===== config.mk =====
export PLATFORM = sky130hd
export DESIGN_NAME = screen_state_ctrl
export DESIGN_NICKNAME = d
export VERILOG_FILES = /design/src/rtl/screen_state_ctrl.sv
export SDC_FILE = /design/constraint.sdc
export NUM_CORES = 1
export LEC_CHECK = 0
export ABC_AREA = 1
export BUFFER_PORTS_ARGS = -buffer_cell sky130_fd_sc_hd__buf_2
export CAP_MARGIN = 5
export CORE_ASPECT_RATIO = 0.5
export CORE_MARGIN = 2
export CORE_UTILIZATION = 38
export CTS_CLUSTER_DIAMETER = 100
export DETAILED_ROUTE_END_ITERATION = 8
export MAX_ROUTING_LAYER = met4
export PLACE_DENSITY_LB_ADDON = 0.08
export SYNTH_ARGS = -nofsm -noshare
export SYNTH_HDL_FRONTEND = slang
export SYNTH_SLANG_ARGS = --single-unit

===== constraint.sdc =====
create_clock -name Clk -period 2.3 [get_ports Clk]
set_input_delay 0.115 -clock Clk [delete_from_list [all_inputs] [get_ports Clk]]
set_output_delay 0.115 -clock Clk [all_outputs]
set_load 0.05 [all_outputs]

===== src/rtl/screen_state_ctrl.sv =====
// rtl/screen_state_ctrl.sv - screen sequencer: keycode decode, one-hot screen flags, Ready gate, GameRst pulse
// Optional feature macro: SCREEN_EXIT_TIMEOUT_EN (exit screen auto-returns to main after EXIT_FRAMES ticks)
`timescale 1ns/1ps

module screen_state_ctrl #(
    parameter int READY_FRAMES = 120,
    parameter int EXIT_FRAMES  = 180
) (
    input  logic       Clk,
    input  logic       Reset,
    input  logic       frame_clk,
    input  logic [7:0] keycode,
    output logic       MainS,
    output logic       StartScreen,
    output logic       Instructions,
    output logic       Game1Screen,
    output logic       Game2Screen,
    output logic       PauseScreen1,
    output logic       PauseScreen2,
    output logic       ExitScreen,
    output logic       Ready,
    output logic       GameRst
);

    // A zero READY_FRAMES would give a zero-width counter, so keep at least one bit
    localparam int RW = (READY_FRAMES > 0) ? $clog2(READY_FRAMES + 1) : 1;

    localparam logic [7:0] KEY_ENTER = 8'h28;
    localparam logic [7:0] KEY_I     = 8'h0C;
    localparam logic [7:0] KEY_ESC   = 8'h29;
    localparam logic [7:0] KEY_1     = 8'h1E;
    localparam logic [7:0] KEY_2     = 8'h1F;
    localparam logic [7:0] KEY_P     = 8'h13;

    typedef enum logic [2:0] {
        S_MAIN,
        S_INSTR,
        S_START,
        S_GAME1,
        S_GAME2,
        S_PAUSE1,
        S_PAUSE2,
        S_EXIT
    } state_t;

    state_t        state;
    state_t        next_state;
    logic [7:0]    key_q;
    logic [7:0]    key_prev;
    logic          press;
    logic          sync1;
    logic          sync2;
    logic          sync3;
    logic          tick;
    logic          in_game;
    logic          transition;
    logic          game_entry;
    logic [RW-1:0] rdy_cnt;
    logic          game_rst_q;

`ifdef SCREEN_EXIT_TIMEOUT_EN
    localparam int EW = (EXIT_FRAMES > 0) ? $clog2(EXIT_FRAMES + 1) : 1;
    logic [EW-1:0] exit_cnt;
`else
    logic          unused_exit_cfg;
    assign unused_exit_cfg = (EXIT_FRAMES > 0);
`endif

    // Register the keycode twice; an event is a new nonzero code in key_q
    always_ff @(posedge Clk or posedge Reset) begin
        if (Reset) begin
            key_q    <= 8'h00;
            key_prev <= 8'h00;
        end else begin
            key_q    <= keycode;
            key_prev <= key_q;
        end
    end

    assign press = (key_q != key_prev) && (key_q != 8'h00);

    // Two-flop synchroniser for frame_clk plus an edge register for tick detection
    always_ff @(posedge Clk or posedge Reset) begin
        if (Reset) begin
            sync1 <= 1'b0;
            sync2 <= 1'b0;
            sync3 <= 1'b0;
        end else begin
            sync1 <= frame_clk;
            sync2 <= sync1;
            sync3 <= sync2;
        end
    end

    assign tick = sync2 & ~sync3;

    // State register
    always_ff @(posedge Clk or posedge Reset) begin
        if (Reset) begin
            state <= S_MAIN;
        end else begin
            state <= next_state;
        end
    end

    // Next-state decode from key events (and the exit timeout when built)
    always_comb begin
        next_state = state;
        case (state)
            S_MAIN: begin
                if (press && key_q == KEY_ENTER)  next_state = S_START;
                else if (press && key_q == KEY_I) next_state = S_INSTR;
            end
            S_INSTR: begin
                if (press && key_q == KEY_ESC) next_state = S_MAIN;
            end
            S_START: begin
                if (press && key_q == KEY_1)        next_state = S_GAME1;
                else if (press && key_q == KEY_2)   next_state = S_GAME2;
                else if (press && key_q == KEY_ESC) next_state = S_MAIN;
            end
            S_GAME1: begin
                if (press && key_q == KEY_P) next_state = S_PAUSE1;
            end
            S_GAME2: begin
                if (press && key_q == KEY_P) next_state = S_PAUSE2;
            end
            S_PAUSE1: begin
                if (press && key_q == KEY_P)        next_state = S_GAME1;
                else if (press && key_q == KEY_ESC) next_state = S_EXIT;
            end
            S_PAUSE2: begin
                if (press && key_q == KEY_P)        next_state = S_GAME2;
                else if (press && key_q == KEY_ESC) next_state = S_EXIT;
            end
            S_EXIT: begin
                if (press && key_q == KEY_ENTER) next_state = S_MAIN;
`ifdef SCREEN_EXIT_TIMEOUT_EN
                else if (exit_cnt == '0)         next_state = S_MAIN;
`endif
            end
            default: next_state = S_MAIN;
        endcase
    end

    assign in_game    = (state == S_GAME1) || (state == S_GAME2);
    assign transition = (next_state != state);
    assign game_entry = (state == S_START) &&
                        ((next_state == S_GAME1) || (next_state == S_GAME2));

    // Ready countdown: load on game entry, count ticks while playing, frozen otherwise
    always_ff @(posedge Clk or posedge Reset) begin
        if (Reset) begin
            rdy_cnt <= '0;
        end else if (game_entry) begin
            rdy_cnt <= RW'(READY_FRAMES);
        end else if (in_game && tick && !transition && rdy_cnt != '0) begin
            rdy_cnt <= rdy_cnt - RW'(1);
        end
    end

    // One-cycle re-home pulse aligned with the first cycle of the new game state
    always_ff @(posedge Clk or posedge Reset) begin
        if (Reset) begin
            game_rst_q <= 1'b0;
        end else begin
            game_rst_q <= game_entry;
        end
    end

`ifdef SCREEN_EXIT_TIMEOUT_EN
    // Exit hold counter: load on entry to EXIT, count ticks down while there
    always_ff @(posedge Clk or posedge Reset) begin
        if (Reset) begin
            exit_cnt <= '0;
        end else if (state != S_EXIT && next_state == S_EXIT) begin
            exit_cnt <= EW'(EXIT_FRAMES);
        end else if (state == S_EXIT && tick && exit_cnt != '0) begin
            exit_cnt <= exit_cnt - EW'(1);
        end
    end
`endif

    assign MainS        = (state == S_MAIN);
    assign Instructions = (state == S_INSTR);
    assign StartScreen  = (state == S_START);
    assign Game1Screen  = (state == S_GAME1);
    assign Game2Screen  = (state == S_GAME2);
    assign PauseScreen1 = (state == S_PAUSE1);
    assign PauseScreen2 = (state == S_PAUSE2);
    assign ExitScreen   = (state == S_EXIT);
    assign Ready        = in_game && (rdy_cnt == '0);
    assign GameRst      = game_rst_q;

endmodule

# Word-level counts from Yosys, hierarchy flattened
# Cells that the tools add are included.
# classes
n_reduce_logical	20
n_eq_ne	17
n_addsub	1
n_bitwise	2
muxes	14
# op_table
cell	n
$mux 3	11
$eq 8x5->1 const B	3
$pmux 3 s8	1
$eq 8x6->1 const B	2
$eq 3x3->1 const B	5
$mux 7	2
$logic_and 1x1->1	12
$eq 3x2->1 const B	3
$eq 8x4->1 const B	1
$ne 8x8->1	1
$reduce_bool 8->1	1
$logic_not 7->1	1
$reduce_bool 7->1	1
$sub 7x1->7 const B	1
$eq 3x1->1 const B	1
$logic_not 3->1	1
$ne 3x3->1	1
$logic_or 1x1->1	2
$reduce_bool 2->1	1
$and 1x1->1	1
$logic_not 1->1	1
$not 1->1	1
# totals
output_inout_bits	10
word_cells	62
in_bits	11
regBits	30

# Longest topological paths before layout
# Gate-level depths: netlist (run 1).
# depth
word_depth	13
ltp_mapped	18
ltp_nobuf	18

# Least setup slack after synthesis (run 1)
# Ideal clock, no wire load.
# synth_timing
kind	reg-to-reg
from	reg state[2]
to	reg rdy_cnt[3]
required_time_ps	2180
path_buffers	1
period_less_slack_ps	2703
path_slack_ps	-403
setup_ps	120
arrival_time_ps	2583
path_stages_with_launch	12
path_cell_list	dfrtp_1 > nor3_1 > inv_1 > nand2_1 > nor2_2 > nand3_1 > nand2_1 > o21ai_2 > buf_6 > nand2_1 > o21ai_1 > nand2_1
# synth_via
word_cells_on_any_way	32
cone_classes	eq/ne (10); mux (13); reduce/logical (9)
# synth_lines
element	line_no	text
from (decl)	46	state_t state;
from (signal assigned)	102	state <= next_state;
$logic_not 3->1 (*)	-	
named net MainS	13	output logic MainS,
$pmux 3 s8 (*)	109	case (state)
$ne 3x3->1	147	assign transition = (next_state != state);
$logic_not 1->1	157	end else if (in_game && tick && !transition && rdy_cnt != '0) begin
$logic_and 1x1->1 (2 in series)	157	
$reduce_bool 2->1 (no line)	-	
to (signal assigned)	156	rdy_cnt <= RW'(READY_FRAMES);
to (signal assigned)	158	rdy_cnt <= rdy_cnt - RW'(1);
to (decl)	58	logic [RW-1:0] rdy_cnt;
# The timed path passes the listed nets; every way through them passes the cells marked *.
# A chain may end at the register's enable or synchronous reset.

# Worst setup path after layout (run 1)
# layout_timing
from	reg key_q[7]
to	reg rdy_cnt[1]
# layout_via
elab_chain_cells	12
word_cells_on_any_way	37
cone_classes	eq/ne (10); mux (13); reduce/logical (14)
# layout_lines
element	line_no	text
from (decl)	48	logic [7:0] key_q;
from (signal assigned)	75	key_q <= keycode;
$ne 8x8->1 / $reduce_bool 8->1 (equally long branches)	80	assign press = (key_q != key_prev) && (key_q != 8'h00);
$logic_and 1x1->1	80	
$logic_and 1x1->1	-	
$mux 3	115, 120	
$mux 3	119	else if (press && key_q == KEY_2) next_state = S_GAME2;
$mux 3	118	if (press && key_q == KEY_1) next_state = S_GAME1;
$pmux 3 s8 (*)	109	
named net next_state[2]	47	state_t next_state;
$ne 3x3->1	147	
$logic_not 1->1	157	
$logic_and 1x1->1 (2 in series)	157	
$reduce_bool 2->1 (no line)	-	
# Marks and branches as above.

==> results_dict.tcl, run 1 <==
set metrics [dict create \
    status "finished clean" \
    viasPerCell 4.55 \
    dieArea_mm2 0.00510 \
    layout-drive-gt1-share_pct 38.5 \
    maxCapViolations 0 \
    rsz0062_at_grt "yes" \
    io_buffer_count 20 \
    crit_type "reg2reg" \
    worstPathRequired_ps 2520 \
    cp_max_fo 8 \
    place_congestion 0.850 \
    tritoncts "done" \
    first_iter_violations 46 \
    fin_setup_tns_ps 0 \
    layout_commonest_cell "nand2_1" \
    initial_core_util_pct 39.3 \
    ir_drop_uv 396 \
    path_clk_slew_ps 60 \
    r2r_slack_ps 130 \
    p_leak_nw 1.13 \
    ys_types 34 \
    max_freq_mhz 461 \
    detail-route-antenna-nets 0 \
    drt-total-wl_um 3720 \
    slew_violations 0 \
    utilization_pct 52.8 \
    grt_antenna_before_repair 0 \
    die_h_um 51.5 \
    die_x_um 99.0 \
    finClkSkew_ps 5.10 \
    vias 1428 \
    cts_made_buffers 5 \
    mostFrequentLayoutCells "nand2_1, dfrtp_1, inv_1" \
    hold_class "reg2reg" \
    worstMarginPinSlew_ps 385 \
    grt_max_degree 31 \
    syn_avg_cell_area_um2 8.28 \
    grt_pass1_wl_um 5990 \
    period_needed_ps 2170 \
    clock-sinks 30 \
    slew_headroom_pct 74.3 \
    hold_viol 0 \
    syn_nets 219 \
    yosysWarnings 0 \
    firstDrtPassIters 4 \
    p_total_mw 2.26 \
    grt_usage_pct 16.2 \
    nets 268 \
    grt_pass1_vias 1232 \
    drc 0 \
    place_hpwl_um 2700 \
    wire_per_inst_um 11.8 \
    ys_ff_latch 30 \
    diodes 0 \
    clk_latency_ps 270 \
    synth_edf_count 0 \
    synthCells 207 \
    htreeDepth 2 \
    ctsRootBufferMaster "clkbuf_8" \
    synth_flop_cell "dfrtp_1" \
    powerDensity_mw_per_mm2 982 \
    setup_viol 0 \
    coreArea_mm2 0.00436 \
    start_kind "flop" \
    ioPinCount 21 \
    syn-cell-area_mm2 0.00171 \
    synthArstFlopShare_pct 100 \
    end_kind "flop" \
    period_share_pct 94.3 \
    gr-total-overflow 0 \
    clk_path_buf_depth 2 \
    ys_seq_area_share_pct 43.8 \
    placementRows 17 \
    arrival_ps 2390 \
    area_delta_synth_final_pct 34.4 \
]
-- routing by layer --
layer	up-vias	global-route usage (%)	wire, um
met3	4	3.90	234
met5	-	-	0
met2	34	21.5	1470
li1	757	-	-
met1	633	23.9	1970
met4	0	5.48	35
-- logic make-up (layout without fill, tap and decap cells) --
group | Yosys count | in the layout | share of synthesized area, %
AND/OR/NAND/NOR | 123 | 124 | 39.3
buffers and inverters | 32 | 81 | 7.45
flip-flops | 30 | 30 | 43.8
AO/OA/AOI/OAI | 13 | 13 | 4.60
XOR/XNOR | 8 | 8 | 4.09
adder cells (fa/ha/maj) | 1 | 1 | 0.730
-- cells in the mapped netlist (2+ instances only) --
library cell,number,area (um2)
nor2_2,4,25.0
o21ai_1,3,15.0
dfrtp_1,30,751
nor3_1,4,20.0
nand2_1,57,214
o21ai_2,2,17.5
nor2_1,15,56.3
inv_2,10,37.5
nand3_1,18,90.1
a21oi_1,3,15.0
inv_1,21,78.8
nand3_4,3,52.6
o21ai_0,3,15.0
nor3_2,4,40.0
xor2_1,3,26.3
nand2_2,4,25.0
nor2_4,2,22.5
xnor2_1,5,43.8
-- stage by stage --
stage	hold WS [ps]	cell area, um2	instances	worst slack [ps]
finish	353	2300	314	130
global route	355	2300	314	-43.0
CTS	354	2140	306	1.84
detailed placement	216	1940	288	-77.4
global placement	210	1940	288	-13.8
floorplan	146	1750	207	65.1
-- path summary, 6_finish.rpt --
check	from	endpoint	cells after the start
max	key_q[7]$_DFF_PP0_	rdy_cnt[1]$_DFFE_PP0P_	13
min	sync1$_DFF_PP0_	sync2$_DFF_PP0_	0
max reg2reg	key_q[7]$_DFF_PP0_	rdy_cnt[1]$_DFFE_PP0P_	13
min reg2reg	sync1$_DFF_PP0_	sync2$_DFF_PP0_	0
max in group asynchronous	Reset	key_q[0]$_DFF_PP0_	4
min in group asynchronous	Reset	GameRst$_DFF_PP0_	4
-- critical path, cell delays in order, from the launching register on --
cell,delay (ps)
dfrtp_2,430
nor2_4,170
nand3_4,100
nor3b_4,260
nand3_4,150
nand2_4,110
inv_2,40
nor2_4,90
nand2_4,80
a21oi_4,170
o21ai_4,100
buf_6,150
or2_0,190
nand2_1,60
-- state kept, by name (all words and copies together), names as in the netlist --
signal / count
GameRst: 1
sync2: 1
sync1: 1
state: 3
key_q: 8
key_prev: 8
rdy_cnt: 7
sync3: 1
-- layout make-up --
| class | count | area, um2 |
|---|---|---|
| clock buffer | 7 | 86.3 |
| tap | 57 | 71.3 |
| timing repair buffer | 42 | 298 |
| sequential | 30 | 757 |
| inverter | 31 | 116 |
| multi-input combinational | 146 | 970 |
| clock inverter | 1 | 5.00 |
| fill | 414 | 2060 |
-- power by group --
group          leakage [nW]  total (mW)  internal, mW  switching (mW)
clock                0.0482       0.431         0.241           0.190
combinational         0.730        1.12         0.374           0.743
sequential            0.352       0.714         0.628          0.0862
total                  1.13        2.26          1.24            1.02
-- what timing repair did --
| item | CTS | global route |
|---|---|---|
| resized for setup | 1 | 26 |
| hold buffers | 10 | 0 |
| pin swaps | 0 | 19 |
| cloned | 0 | 1 |
| endpoints found under the hold margin | 39 | 0 |
| buffers inserted | 0 | 7 |
| endpoints found under the setup margin | 6 | 8 |
No activity file was read; power rests on OpenSTA's default activity.
==> inputs of run 2 (changes only) <==
--- a/config.mk
+++ b/config.mk
@@ -8,6 +8,8 @@
 export ABC_AREA = 1
 export BUFFER_PORTS_ARGS = -buffer_cell sky130_fd_sc_hd__buf_2
 export CAP_MARGIN = 5
+export CELL_PAD_IN_SITES_DETAIL_PLACEMENT = 1
+export CELL_PAD_IN_SITES_GLOBAL_PLACEMENT = 1
 export CORE_ASPECT_RATIO = 0.5
 export CORE_MARGIN = 2
 export CORE_UTILIZATION = 38
@@ -15,6 +17,7 @@
 export DETAILED_ROUTE_END_ITERATION = 8
 export MAX_ROUTING_LAYER = met4
 export PLACE_DENSITY_LB_ADDON = 0.08
+export SKIP_LAST_GASP = 1
 export SYNTH_ARGS = -nofsm -noshare
 export SYNTH_HDL_FRONTEND = slang
 export SYNTH_SLANG_ARGS = --single-unit
==> results_dict.tcl, run 2 (same netlist as run 1, synthesis figures left out) <==
set metrics [dict create \
    holdPathEnd "sync2$_DFF_PP0_" \
    cp_max_fo 6 \
    n_fill_cell 497 \
    wl_met3_um 171 \
    p_leak_nw 1.21 \
    drt-total-wl_um 4760 \
    layout-drive-gt1-share_pct 45.7 \
    grt_max_degree 31 \
    status "finished clean" \
    placementRows 17 \
    grt_usage_pct 18.8 \
    clock-sinks 30 \
    start_kind "flop" \
    worstMarginPinSlew_ps 386 \
    max_freq_mhz 438 \
    clk_path_buf_depth 2 \
    r2r_cells 14 \
    ir_drop_uv 388 \
    coreArea_mm2 0.00436 \
    met1_length_um 2420 \
    detail-route-antenna-nets 0 \
    cpPeakStageDelay_ps 430 \
    setup_viol 0 \
    crit_type "reg2reg" \
    routed.top_layer "met4" \
    period_share_pct 99.3 \
    grt_pass1_vias 1459 \
    r2r_slack_ps 20 \
    place_hpwl_um 3340 \
    tritoncts "done" \
    io_buffer_count 20 \
    wl_met2_um 2150 \
    hold_viol 0 \
    hold_class "reg2reg" \
    ctsRootBufferMaster "clkbuf_8" \
    dieArea_mm2 0.00510 \
    end_kind "flop" \
    p_total_mw 2.51 \
    period_needed_ps 2280 \
    htreeDepth 2 \
    firstDrtPassIters 4 \
    arrival_ps 2500 \
    layout_commonest_cell "nand2_1" \
    viasPerCell 4.84 \
    gr-total-overflow 0 \
    slew_headroom_pct 74.3 \
    register_area_um2 754 \
    area_delta_synth_final_pct 44.7 \
    utilization_pct 56.9 \
    drc 0 \
    worstPathRequired_ps 2520 \
    rsz0062_at_grt "yes" \
    cts_made_buffers 5 \
    cpMaxStageDelayCell "dfrtp_1" \
    reg2reg_to "rdy_cnt[6]$_DFFE_PP0P_" \
    die_h_um 51.5 \
    cp_num_buf_inv 1 \
    initial_core_util_pct 39.3 \
    top_regs "key_prev: 8 flops, key_q: 8 flops, rdy_cnt: 7 flops" \
    grt_pass1_wl_um 7040 \
    ioPinCount 21 \
    wire_per_inst_um 14.8 \
    first_iter_violations 38 \
    dp_slack_ps 49.8 \
    crit_path_cell_trace "nor2_4, nand3_4, nor3b_4, nand3_4, nand2_2, nand2_1, nor2_2, nand2_1, nor2_2, nor2_2, nand2_2, nand3_4, buf_4, nand2_1" \
    maxCapViolations 0 \
    fin_ws_ps 15.1 \
    powerDensity_mw_per_mm2 1010 \
    die_x_um 99.0 \
    mostFrequentLayoutCells "nand2_1, dfrtp_1, inv_1, buf_2, buf_4" \
    path_delay_family "simple AND/OR/NAND/NOR gates" \
    vias 1557 \
    finClkSkew_ps 9.48 \
    r2r_start "key_q[7]$_DFF_PP0_" \
    nets 277 \
    clk_latency_ps 280 \
    grt_antenna_before_repair 0 \
    place_congestion 0.822 \
    path_clk_slew_ps 70 \
    min_path_cells 0 \
    slew_violations 0 \
    multi_input_area_mm2 0.00106 \
    hold_path.startpoint "sync1$_DFF_PP0_" \
    diodes 0 \
]
## run 2: changes by cell type in the layout (fill, tap and decap cells not counted), moves of 3 or more
cell,previous run,this run
nand2_4,3,6
nand3_1,16,13
buf_4,10,18
nand3_4,4,7
nand2_2,6,13
nand2_1,53,43
## run 2: timing repair
action,CTS,global route
buffers inserted,0,12
hold buffers,10,0
setup endpoints to repair,0,8
resized for setup,0,51
hold endpoints to repair,39,0
## run 2: cell type report
| class | instances | share of cell area [%] |
|---|---|---|
| Clock buffer | 6 | 3.33 |
| Tap cell | 57 | 2.88 |
| Sequential cell | 30 | 30.4 |
| Timing Repair Buffer | 51 | 14.9 |
| Multi-Input combinational cell | 146 | 42.6 |
| Clock inverter | 1 | 1.21 |
| Inverter | 31 | 4.69 |
## run 2: worst max-delay path by stage
stage | depth (start not counted) | to | start | slack (ps)
floorplan | 11 | rdy_cnt[3]$_DFFE_PP0P_ | state[2]$_DFF_PP0_ | 70
global placement | 13 | rdy_cnt[6]$_DFFE_PP0P_ | key_q[6]$_DFF_PP0_ | 110
detailed placement | 13 | rdy_cnt[1]$_DFFE_PP0P_ | key_q[6]$_DFF_PP0_ | 50
CTS | 13 | rdy_cnt[6]$_DFFE_PP0P_ | key_q[6]$_DFF_PP0_ | 6
global route | 14 | rdy_cnt[1]$_DFFE_PP0P_ | key_q[7]$_DFF_PP0_ | -130
finish | 14 | rdy_cnt[6]$_DFFE_PP0P_ | key_q[7]$_DFF_PP0_ | 20
## run 2: layer usage
| layer | GRT usage [%] | up-vias |
|---|---|---|
| met1 | 26.5 | 755 |
| li1 | - | 770 |
| met2 | 27.5 | 30 |
| met5 | - | - |
| met3 | 4.57 | 2 |
| met4 | 4.57 | 0 |
## run 2: power by group
group / leakage, nW / switching, mW / internal, mW
combinational: 0.804 / 0.828 / 0.416
clock: 0.0573 / 0.190 / 0.346
sequential: 0.354 / 0.0981 / 0.628
total: 1.21 / 1.12 / 1.39
## run 2: per-stage QoR
stage                     TNS (ps)  instances  cell area, um2  hold WS (ps)
after floorplan                  0        207            1750           146
after global placement           0        291            1970           203
after detailed placement         0        291            1970           213
after CTS                        0        308            2180           357
after global routing          -757        322            2480           358
final                            0        322            2480           356
==> inputs of run 3 (changes only) <==
--- a/config.mk
+++ b/config.mk
@@ -5,7 +5,6 @@
 export SDC_FILE = /design/constraint.sdc
 export NUM_CORES = 1
 export LEC_CHECK = 0
-export ABC_AREA = 1
 export BUFFER_PORTS_ARGS = -buffer_cell sky130_fd_sc_hd__buf_2
 export CAP_MARGIN = 5
 export CELL_PAD_IN_SITES_DETAIL_PLACEMENT = 1
==> results_dict.tcl, run 3 <==
set metrics [dict create \
    fin_setup_tns_ps 0 \
    cpMaxStageDelayCell "or4_4" \
    dieArea_mm2 0.00468 \
    synthTopCellsByArea "dfrtp_1, xor2_1, nor2_1" \
    p_leak_nw 0.918 \
    path_delay_family "compound AO/OA/AOI/OAI gates" \
    first_iter_violations 38 \
    status "finished clean" \
    dp_slack_ps 60.0 \
    reg2reg_to "rdy_cnt[2]$_DFFE_PP0P_" \
    wire_per_inst_um 15.9 \
    die_x_um 94.7 \
    synth_flop_cell "dfrtp_1" \
    slew_headroom_pct 68.9 \
    top_regs "key_prev: 8 flops, key_q: 8 flops, rdy_cnt: 7 flops" \
    synthArstFlopShare_pct 100 \
    initial_core_util_pct 39.9 \
    synth_most_common_cell "dfrtp_1" \
    area_delta_synth_final_pct 29.8 \
    die_h_um 49.4 \
    place_hpwl_um 2760 \
    setup_viol 0 \
    synth_edf_count 0 \
    synth_top_area_share_pct 48.0 \
    period_needed_ps 2200 \
    grt_max_degree 31 \
    cpPeakStageDelay_ps 460 \
    nets 200 \
    path_clk_slew_ps 60 \
    grt_antenna_before_repair 0 \
    slew_violations 0 \
    synth_common_cells "dfrtp_1, nor2_1, xor2_1" \
    hold_viol 0 \
    arrival_ps 2360 \
    r2r_cells 8 \
    layout_commonest_cell "dfrtp_1" \
    firstDrtPassIters 4 \
    cts_made_buffers 5 \
    place_congestion 0.813 \
    syn_nets 156 \
    ys_seq_area_share_pct 48.0 \
    coreArea_mm2 0.00392 \
    post_cts_buffers 0 \
    powerDensity_mw_per_mm2 1050 \
    final_area_mm2 0.00203 \
    p_total_mw 2.13 \
    clk_path_buf_depth 2 \
    diodes 0 \
    grt_pass1_vias 1345 \
    syn-cell-area_mm2 0.00156 \
    layout-drive-gt1-share_pct 30.2 \
    r2r_slack_ps 100 \
    drt-total-wl_um 3870 \
    end_kind "flop" \
    start_kind "flop" \
    tritoncts "done" \
    htreeDepth 2 \
    viasPerCell 5.26 \
    syn_avg_cell_area_um2 10.9 \
    worstPathRequired_ps 2460 \
    maxCapViolations 0 \
    utilization_pct 51.8 \
    ys_types 54 \
    period_share_pct 95.8 \
    ctsRootBufferMaster "clkbuf_8" \
    clock-sinks 30 \
    min_path_cells 0 \
    placed_cells 225 \
    dpl-instance-area_mm2 0.00181 \
    r2r_start "rdy_cnt[0]$_DFFE_PP0P_" \
    crit_type "reg2reg" \
    io_buffer_count 20 \
    fin_ws_ps 97.3 \
    cp_max_fo 6 \
    gr-total-overflow 0 \
    max_freq_mhz 454 \
    drc 0 \
    finClkSkew_ps 4.92 \
    grt_usage_pct 19.2 \
    ir_drop_uv 392 \
    synthCells 144 \
    worstMarginPinSlew_ps 466 \
    ys_ff_latch 30 \
    rsz0062_at_grt "yes" \
    placementRows 16 \
    vias 1277 \
    synth_top_cell_by_area "dfrtp_1" \
    mostFrequentLayoutCells "dfrtp_1, buf_2, buf_4" \
    crit_path_cell_trace "inv_1, ha_1, nand2b_4, or4_4, o221ai_4, a311o_2, a21oi_1, a311o_1" \
    cp_num_buf_inv 1 \
    detail-route-antenna-nets 0 \
    final_cells 243 \
    clk_latency_ps 280 \
    grt_pass1_wl_um 6590 \
    hold_class "reg2reg" \
    hold_path.startpoint "sync1$_DFF_PP0_" \
    yosysWarnings 0 \
    ioPinCount 21 \
    whs_ps 353 \
    holdPathEnd "sync2$_DFF_PP0_" \
]
## run 3: changes by cell type after synthesis, moves of 6 or more
cell | previous run | this run
inv_1 | 21 | 7
inv_2 | 10 | 1
nand2_1 | 57 | 7
nand3_1 | 18 | 5
xor2_1 | 3 | 9
## run 3: worst max-delay path by stage
stage	start	endpoint	slack [ps]	depth (start not counted)
global placement	rdy_cnt[0]$_DFFE_PP0P_	rdy_cnt[2]$_DFFE_PP0P_	130	8
CTS	rdy_cnt[0]$_DFFE_PP0P_	rdy_cnt[2]$_DFFE_PP0P_	40	8
detailed placement	rdy_cnt[0]$_DFFE_PP0P_	rdy_cnt[2]$_DFFE_PP0P_	60	8
floorplan	state[1]$_DFF_PP0_	rdy_cnt[2]$_DFFE_PP0P_	70	6
global route	rdy_cnt[0]$_DFFE_PP0P_	rdy_cnt[2]$_DFFE_PP0P_	-20	8
finish	rdy_cnt[0]$_DFFE_PP0P_	rdy_cnt[2]$_DFFE_PP0P_	100	8
## run 3: cells by family after synthesis
group	Yosys count	synth area share (%)
and+or+nand+nor	54	22.5
buffers and inverters	13	3.92
adders and majority gates	1	0.800
AOI/OAI and AO/OA	35	18.5
xor gates and xnor gates	9	5.04
muxes	2	1.28
DFF	30	48.0
## run 3: cell type report
class | instances | area (um2)
Clock buffer | 7 | 76.3
Multi-Input combinational cell | 101 | 782
Sequential cell | 30 | 751
Fill cell | 451 | 1890
Inverter | 8 | 30.0
Tap cell | 54 | 67.6
Timing Repair Buffer | 42 | 294
Clock inverter | 1 | 30.0
## run 3: metal layers
metal  track usage (%)  share of wire [%]  wire length (um)  vias up
met3              5.56                2.9               111        2
met4              4.35               0.21                 8        0
met1              26.3                 51              1970      643
met5                 -                  0                 0        -
met2              28.1                 46              1770       11
li1                  -                  -                 -      621
## run 3: worst reg2reg max path: stages, from the launching register on
cell and delay (ps):
dfrtp_1 380, inv_1 80, ha_1 210, nand2b_4 70, or4_4 460, o221ai_4 250, a311o_2 240, a21oi_1 90
a311o_1 320
## run 3: what timing repair did
item                                   in CTS  in global routing
endpoints found under the hold margin      39                  0
setup endpoints to repair                   0                  5
hold buffers                               10                  0
gates resized for setup                     0                  3
## run 3: power breakdown
part           internal, mW  total [mW]  switching (mW)  leakage, nW
clock network         0.324       0.520           0.197       0.0524
logic                 0.342       0.885           0.542        0.505
registers             0.613       0.729           0.116        0.361
